===== src/rtl/mux8_sel_sequencer.sv =====
// Byte-to-serial front end for an 8:1 mux: latches a byte on a valid/ready
// handshake and steps sel through all eight positions, HOLD_CYCLES clocks each.
module mux8_sel_sequencer #(
  parameter int HOLD_CYCLES = 4,
  parameter bit MSB_FIRST   = 1'b0
) (
  input  logic       clk,
  input  logic       rst,
  input  logic       in_valid,
  input  logic [7:0] in_data,
  output logic       in_ready,
  output logic [7:0] a,
  output logic [2:0] sel,
  output logic       bit_valid,
  output logic       frame_start,
  output logic       frame_done,
  output logic       busy
);

  localparam int HW = (HOLD_CYCLES > 1) ? $clog2(HOLD_CYCLES) : 1;
  localparam logic [HW-1:0] HMAX = HW'(HOLD_CYCLES - 1);

  typedef enum logic {IDLE, RUN} state_t;

  state_t        state, state_n;
  logic [HW-1:0] hcnt, hcnt_n;
  logic [2:0]    bcnt, bcnt_n, sel_n;
  logic [7:0]    a_n;
  logic          run, hold_end, last, accept;

  // bcnt always counts upward; only the presented select is mirrored.
  function automatic logic [2:0] order(input logic [2:0] b);
    return MSB_FIRST ? (3'd7 - b) : b;
  endfunction

  assign run         = (state == RUN);
  assign hold_end    = (hcnt == HMAX);
  assign last        = run && (bcnt == 3'd7) && hold_end;
  assign in_ready    = !run || last;
  assign accept      = in_valid && in_ready;
  assign bit_valid   = run;
  assign busy        = run;
  assign frame_start = run && (bcnt == 3'd0) && (hcnt == '0);
  assign frame_done  = last;

  always_comb begin
    state_n = state;
    hcnt_n  = hcnt;
    bcnt_n  = bcnt;
    sel_n   = sel;
    a_n     = a;
    if (accept) begin
      state_n = RUN;
      a_n     = in_data;
      hcnt_n  = '0;
      bcnt_n  = 3'd0;
      sel_n   = order(3'd0);
    end else if (run) begin
      if (last) begin
        state_n = IDLE;
        hcnt_n  = '0;
      end else if (hold_end) begin
        hcnt_n = '0;
        bcnt_n = bcnt + 3'd1;
        sel_n  = order(bcnt + 3'd1);
      end else begin
        hcnt_n = hcnt + 1'b1;
      end
    end
  end

  always_ff @(posedge clk) begin
    if (rst) begin
      state <= IDLE;
      hcnt  <= '0;
      bcnt  <= 3'd0;
      sel   <= 3'd0;
      a     <= 8'h00;
    end else begin
      state <= state_n;
      hcnt  <= hcnt_n;
      bcnt  <= bcnt_n;
      sel   <= sel_n;
      a     <= a_n;
    end
  end

endmodule


===== config.mk =====
export PLATFORM = sky130hd
export DESIGN_NAME = mux8_sel_sequencer
export DESIGN_NICKNAME = d
export VERILOG_FILES = /design/src/rtl/mux8_sel_sequencer.sv
export SDC_FILE = /design/constraint.sdc
export NUM_CORES = 1
export LEC_CHECK = 0
export BUFFER_PORTS_ARGS = -buffer_cell sky130_fd_sc_hd__buf_2
export CAP_MARGIN = 20
export CORE_MARGIN = 2
export CORE_UTILIZATION = 42
export CTS_CLUSTER_DIAMETER = 40
export DETAILED_ROUTE_END_ITERATION = 10
export GPL_TIMING_DRIVEN = 0
export PLACE_DENSITY = 0.72
export SKIP_CTS_REPAIR_TIMING = 1
export SYNTH_ARGS = -nofsm -noshare
export SYNTH_HDL_FRONTEND = slang
export SYNTH_SLANG_ARGS = --single-unit

===== constraint.sdc =====
create_clock -name clk -period 1.3 [get_ports clk]
set_clock_uncertainty 0.05 [all_clocks]
set_input_delay 0.065 -clock clk [delete_from_list [all_inputs] [get_ports clk]]
set_output_delay 0.065 -clock clk [all_outputs]
set_load 0.01 [all_outputs]

### After elaboration in Yosys (flattened, before gate mapping)

Cells that the tools add are included.

* $add $sub $neg: 2
* multipliers: 0
* div/mod/pow operators: 0
* order comparisons: 0
* equal/unequal tests: 2
* shift-type cells: 0
* muxes and demuxes: 5
* bitwise operators: 1
* reduce and logical (&&, ||, !) cells: 11

Operators with widths (number)
* logical AND 1 bit: 5
* two-way mux 2 bit: 2
* adder 3 x 1 -> 3 bit (second input constant): 1
* equality test 3 bit (second input constant): 1
* logical NOT 3 bit: 1
* two-way mux 1 bit: 3
* AND reduction 3 bit: 1
* adder 2 x 1 -> 2 bit (second input constant): 1
* equality test 2 bit (second input constant): 1
* logical NOT 2 bit: 1
* OR reduction 2 bit: 1
* logical NOT 1 bit: 1
* logical OR 1 bit: 1
* inverter 1 bit: 1

* flip-flop bits (word level): 14
* bits in latches: 0
* memory bits (writable): 0
* ROM bits: 0
* input port bits: 11
* output and inout port bits: 16
* memories: 0

### Longest topological paths before layout

Gate-level depths: netlist of the first run.

* depth in word-level cells: 6
* mapped depth: 7
* depth with buffers taken out: 5

### Least setup slack after synthesis of the first run

OpenSTA, ideal clock, no wires.

* kind: register to register
* start: register bcnt[0]
* end: register a[0]
* library setup time: 0.118 ns
* arrival time: 1.313 ns
* data required time: 1.132 ns
* setup slack: -0.181 ns
* stages on the path, launching flop included: 8
* path through: dfxtp_1 > ha_1 > ha_1 > a21boi_4 > nor2b_2 > buf_6 > buf_12 > mux2i_1

* cells in the longest elaborated chain, start to end: 5

RTL lines
* start: declaration: line 27 `logic [2:0] bcnt, bcnt_n, sel_n;`
* start signal: assignment: line 82 `bcnt <= bcnt_n;`
* equality test 3 bit: line 38 `assign last = run && (bcnt == 3'd7) && hold_end;`
* logical AND 1 bit (2 in a row): line 38
* logical OR 1 bit: line 39 `assign in_ready = !run || last;`
* logical AND 1 bit: line 40 `assign accept = in_valid && in_ready;`
* end signal: assignment: line 84 `a <= a_n;`
* end: declaration: line 12 `output logic [7:0] a,`

No other way between the ends.
A chain may end at the register's enable or synchronous reset.

### Final worst setup path of the first run

* start: register bcnt[0]
* end: output port in_ready

* cells in the longest elaborated chain, start to end: 4

RTL lines
* equality test 3 bit: line 38
* logical AND 1 bit (2 in a row): line 38
* logical OR 1 bit: line 39
* end: declaration: line 11 `output logic in_ready,`

No other way between the ends.

==> results of run 1 <==
-- layer usage --
metal	part of all wire, %	up-vias	GRT usage, %	wire length [um]
met5	0	-	0	0
li1	-	301	-	-
met2	53	22	22.2	703
met1	40	279	14.9	528
met3	6.6	2	3.14	88
met4	0.90	0	8.57	12
-- final timing paths --
path,startpoint,cells after the start,to,slack [ns]
setup / recovery,bcnt[0],5,in_ready,-0.14
hold reg to reg,a[5],2,a[5],0.43
setup reg to reg,bcnt[0],6,a[0],-0.14
hold / removal,in_data[0],3,a[0],0.0001
-- metrics by stage --
stage / total power, uW / hold slack, ns / util [%] / TNS (ns) / setup WS (ns)
after floorplan: 571 / 0.136 / - / -0.871 / -0.0979
after global placement: 619 / 0.237 / 55.1 / -1.16 / -0.128
after detailed placement: 624 / 0.243 / 55.1 / -1.30 / -0.146
after CTS: 924 / -0.0437 / 57.2 / -1.69 / -0.156
after global routing: 978 / 0.00331 / 61.8 / -2.27 / -0.199
final: 931 / 0.000140 / 61.8 / -1.34 / -0.140
-- power breakdown --
group          total, uW  internal [uW]  leakage, uW  switching, uW
clock network        298            170    0.0000210            128
logic                173           99.0     0.000359           73.9
registers            460            445     0.000117           14.4
-- flip-flops by register name, summed over array words and instances, names as in the netlist --
signal and flops:
a 8, bcnt 3, bit_valid 1, hcnt 2
-- area by class of cell --
| type | count | share of cell area [%] |
|---|---|---|
| inverters | 6 | 2.14 |
| well taps | 25 | 2.97 |
| clock buffers | 4 | 3.44 |
| multi-input cells | 48 | 41.3 |
| repair buffers | 31 | 19.5 |
| plain buffers | 4 | 3.32 |
| flip-flops and latches | 14 | 27.4 |
-- worst min-delay path, cell delays in order --
cell and delay [ns]:
buf_2 0.09, nand2b_1 0.05, mux2i_1 0.06
-- cell usage after synthesis, types with 2 or more instances --
cell      count
mux2i_1      11
clkbuf_1      2
ha_1          5
dfxtp_1      14
nand2b_1     16
nor3_2        5
nor2_1        2
inv_1         6
-- cells by family (layout without fill, tap and decap cells) --
logic type | after synthesis | in the layout | share of synthesized area (%)
AOI/OAI and AO/OA | 2 | 2 | 3.16
xor gates and xnor gates | 1 | 1 | 1.16
adders and majority gates | 5 | 5 | 8.32
buffers and inverters | 11 | 45 | 9.15
DFF | 14 | 14 | 37.3
muxes | 11 | 11 | 14.6
and+or+nand+nor | 29 | 29 | 26.3
==> metrics.md, run 1 <==
| Metric | Value |
|---|---|
| Congestion Overflow GR | 0 |
| Pin count of the biggest net entering global routing | 11 |
| Final Hold Vio Count | 0 |
| Sink Count | 14 |
| EDFF count, synth | 0 |
| Final Critical Period | 1.44 ns |
| Wire per inst | 10.1 um |
| Post-synthesis cell count | 73 |
| Fillers | 155 |
| Detail Route Antenna Nets | 0 |
| Final Max Tran Viols | 0 |
| Initial core utilization | 44.0% |
| Crit-path max cell delay | 0.37 ns |
| Crit share post-route | 111% |
| Ratio of cells with drive above 1 in the final layout | 47.7% |
| Vias | 604 |
| Failing checks | negative setup slack |
| Die height | 46.3 um |
| Die width | 46.3 um |
| Worst-path clk slew | 0.08 ns |
| Ys flop type | dfxtp_1 |
| Vias in the first global route | 508 |
| DP HPWL | 1050 um |
| Synth Warn # | 0 |
| Max_cap viols | 0 |
| WP data arrival | 1.32 ns |
| Setup violations, final | 15 |
| Worst Setup Start Kind | flip-flop |
| Die area | 2150 sq um |
| Register area | 289 sq um |
| 1st-iter DRT viols | 5 |
| Number of port buffers | 26 |
| Initial antenna violation count | 0 |
| Max Clk Rate | 695 MHz |
| Area growth, synth to finish | 40.3% |
| Largest cells by area after synthesis | dfxtp_1 (37%), mux2i_1 (15%), nand2b_1 (13%), ha_1 (8.3%), nor3_2 (6.7%) |
| CTS buffer count | 3 |
| CORE AREA | 1710 sq um |
| Yosys top cell area share | 37.3% |
| Power density cells | 883 nW/um^2 |
| Async S/R FF share, synth | 0% |
| Placed Cells | 124 |
| Slew @ Worst Pin | 0.496 ns |
| Hold Crit Class | input pin to flip-flop |
| Final WS setup | -0.140 ns |
| Multi-input gate area | 435 sq um |
| Most frequent cells in the layout | buf_2 (25), nand2b_1 (16), mux2i_1 (11), dfxtp_1 (11) |
| Post-synthesis cell area | 752 sq um |
| WS Path Type | flip-flop to output pin |
| Standard-cell rows | 15 |
| Clk root buf | clkbuf_4 |
| Critical Path Fanout Max | 3 |
| ANT cells | 0 |
| Total wire length | 1330 um |
| Total track usage | 13.3% |
| Residual DRC count | 0 |
| Placement Cell Area | 941 sq um |
| Max Root-Sink Buffers | 2 |
| Crit path buf inv count | 2 |
| Slowest CP cell | dfxtp_4 |
| Max VDD drop | 750 uV |
| Io pins | 27 |
| CP top delay family | flip-flops |
| Most used cell, CP | ha_4 |
| Yosys cell types | 20 |
| Final instance count without filler cells | 132 |
| Most common cell after layout, fill and taps aside | buf_2 |
| Mean number of vias per cell | 4.58 |
| CP cell instances | ha_4 > ha_4 > a21boi_4 > inv_1 > buf_2 |
| CP Data Required Time | 1.19 ns |
| Seq cells post-synth | 14 |
| Worst-skew pair later-pin latency | 0.27 ns |
| Post-route design area | 1050 sq um |
| Area leader, netlist | dfxtp_1 |
| Global-route wire length before repair | 2010 um |
| Post-Syn Area per Cell | 10.3 sq um |
| Drt first pass iters | 4 |
| RSZ-0062 raised after global routing | true |
| Status | finished, violations left |
| Total Nets Final | 124 |
| Crit end category | output pin |
| CTS HTree Levels | 1 |
| Pleak | 0.000496 uW |
| GP Congestion | 0.621 |
| Slew margin rel. | 66.9% |
| Sequential area share after synthesis | 37.3% |
| TritonCTS clock tree | yes |
| Syn nets | 89 |
No activity file was read; power rests on OpenSTA's default activity.
==> run 2, diff against run 1 <==
--- a/config.mk
+++ b/config.mk
@@ -5,9 +5,9 @@
 export SDC_FILE = /design/constraint.sdc
 export NUM_CORES = 1
 export LEC_CHECK = 0
-export BUFFER_PORTS_ARGS = -buffer_cell sky130_fd_sc_hd__buf_2
+export BUFFER_PORTS_ARGS = -buffer_cell sky130_fd_sc_hd__clkbuf_2
 export CAP_MARGIN = 20
-export CORE_MARGIN = 2
+export CORE_MARGIN = 1.5
 export CORE_UTILIZATION = 42
 export CTS_CLUSTER_DIAMETER = 40
 export DETAILED_ROUTE_END_ITERATION = 10
==> run 2 against run 1 <==
  * The flow finishes with violations (negative hold slack, negative setup slack)
  * Sequential share of layout area is 0.72 points lower
  * Power up 1.9%
  * Die area is 4.3% lower
  * Highest routed layer unchanged
  * Non-clock buffer count increased by 4
  * Critical path type is now flip-flop to flip-flop
  * Worst hold slack got worse by 0.030 ns
  * Flip-flop and latch count is the same
==> metrics.md, run 2 (synthesized netlist as in run 1, its figures left out) <==
| Metric | Value |
|---|---|
| Total track usage | 13.9% |
| DP HPWL | 1010 um |
| Fin Hold WS | -0.0297 ns |
| Largest register FFs | 8 |
| Worst-path clk slew | 0.09 ns |
| Drt first pass iters | 4 |
| 1st-iter DRT viols | 7 |
| Status | finished, violations left |
| CP top delay family | flip-flops |
| Biggest regs | a (8), bcnt (3), hcnt (2) |
| Initial antenna violation count | 0 |
| Slew margin rel. | 67.4% |
| Ratio of cells with drive above 1 in the final layout | 41.4% |
| Crit share post-route | 110% |
| ANT cells | 0 |
| CTS HTree Levels | 1 |
| Max_cap viols | 0 |
| Die height | 45.3 um |
| Crit path buf inv count | 2 |
| Final WS setup | -0.125 ns |
| Standard-cell rows | 15 |
| Utilization after layout | 62.1% |
| TritonCTS clock tree | yes |
| Final Critical Period | 1.43 ns |
| Residual DRC count | 0 |
| Slew @ Worst Pin | 0.489 ns |
| RSZ-0062 raised after global routing | true |
| Slowest CP cell | dfxtp_2 |
| Detail Route Antenna Nets | 0 |
| Pleak | 0.000492 uW |
| Die width | 45.3 um |
| Pwr Total | 949 uW |
| CP Data Required Time | 1.42 ns |
| Vias in the first global route | 509 |
| WP data arrival | 1.55 ns |
| Max Clk Rate | 702 MHz |
| Crit end category | flip-flop |
| Initial core utilization | 44.0% |
| Die area | 2050 sq um |
| Global-route wire length before repair | 2010 um |
| CP cell instances | ha_4 > ha_4 > a21boi_4 > nor2b_2 > buf_6 > buf_12 > mux2i_1 |
| Mean number of vias per cell | 4.38 |
| Fillers | 163 |
| Failing checks | negative hold slack, negative setup slack |
| Vias | 596 |
| Sink Count | 14 |
| Congestion Overflow GR | 0 |
| GP Congestion | 0.620 |
| Largest Register | a |
| Clk root buf | clkbuf_4 |
| Worst-skew pair later-pin latency | 0.28 ns |
| Number of port buffers | 26 |
| CTS buffer count | 3 |
| Max VDD drop | 658 uV |
| Final Hold Vio Count | 1 |
| Hold Crit Class | input pin to flip-flop |
| Power density cells | 895 nW/um^2 |
| Critical Path Fanout Max | 10 |
| Area growth, synth to finish | 40.9% |
| Most common cell after layout, fill and taps aside | clkbuf_2 |
| Crit-path max cell delay | 0.35 ns |
| Total wire length | 1430 um |
| Final Max Tran Viols | 0 |
| Most used cell, CP | ha_4 |
| Most frequent cells in the layout | clkbuf_2 (25), nand2b_1 (16), dfxtp_1 (12) |
| Wire per inst | 10.5 um |
| Io pins | 27 |
| Pin count of the biggest net entering global routing | 11 |
| Worst Setup Start Kind | flip-flop |
| Worst slack, placed | -0.155 ns |
| Setup violations, final | 13 |
| CORE AREA | 1710 sq um |
| Max Root-Sink Buffers | 2 |
| WS Path Type | flip-flop to flip-flop |
| Total Nets Final | 128 |
## run 2: changes by cell type in the layout (fill, tap and decap cells not counted), moves of 2 or more
cell / delta
buf_2: -24
buf_6: -3
clkbuf_2: +25
dfxtp_4: -2
dlygate4sd3_1: +7
## run 2: final timing paths
check,start,endpoint,slack [ns],cells after the start
max,bcnt[1],a[7],-0.13,7
min,in_data[6],a[6],-0.03,3
max reg2reg,bcnt[1],a[7],-0.13,7
min reg2reg,a[4],a[4],0.43,2
## run 2: final cells by class
class | count | area, sq um | share of cell area (%)
tap | 25 | 31.3 | 2.95
multi-input combinational | 48 | 430 | 40.6
timing repair buffer | 34 | 210 | 19.8
inverter | 6 | 22.5 | 2.13
sequential | 14 | 283 | 26.7
buffer | 5 | 46.3 | 4.37
clock buffer | 4 | 36.3 | 3.42
## run 2: per-layer routing
layer  routed length (um)  global-route usage [%]  up-vias
met5                    0                       0        -
met4                   13                    10.6        0
met3                   64                    2.40        2
met2                  757                    22.3       21
met1                  595                    16.2      265
li1                     -                       -      308
## run 2: through the flow
stage               area, sq um  hold WS (ns)  cells  TNS, ns
finish                     1060       -0.0297    136    -1.32
global placement            941         0.239    124    -1.16
CTS                         977       -0.0515    128    -1.76
global route               1060        0.0100    136    -2.03
detailed placement          941         0.246    124    -1.38
floorplan                   779         0.136     73   -0.871
## run 2: tightest hold or removal path, stage by stage
cell and delay, ns:
clkbuf_2 0.08, nand2b_1 0.06, mux2i_1 0.06
## run 2: report_power, final
| part | switching (uW) | internal [uW] |
|---|---|---|
| Sequential | 15.9 | 449 |
| Clock | 146 | 170 |
| Combinational | 72.7 | 94.9 |
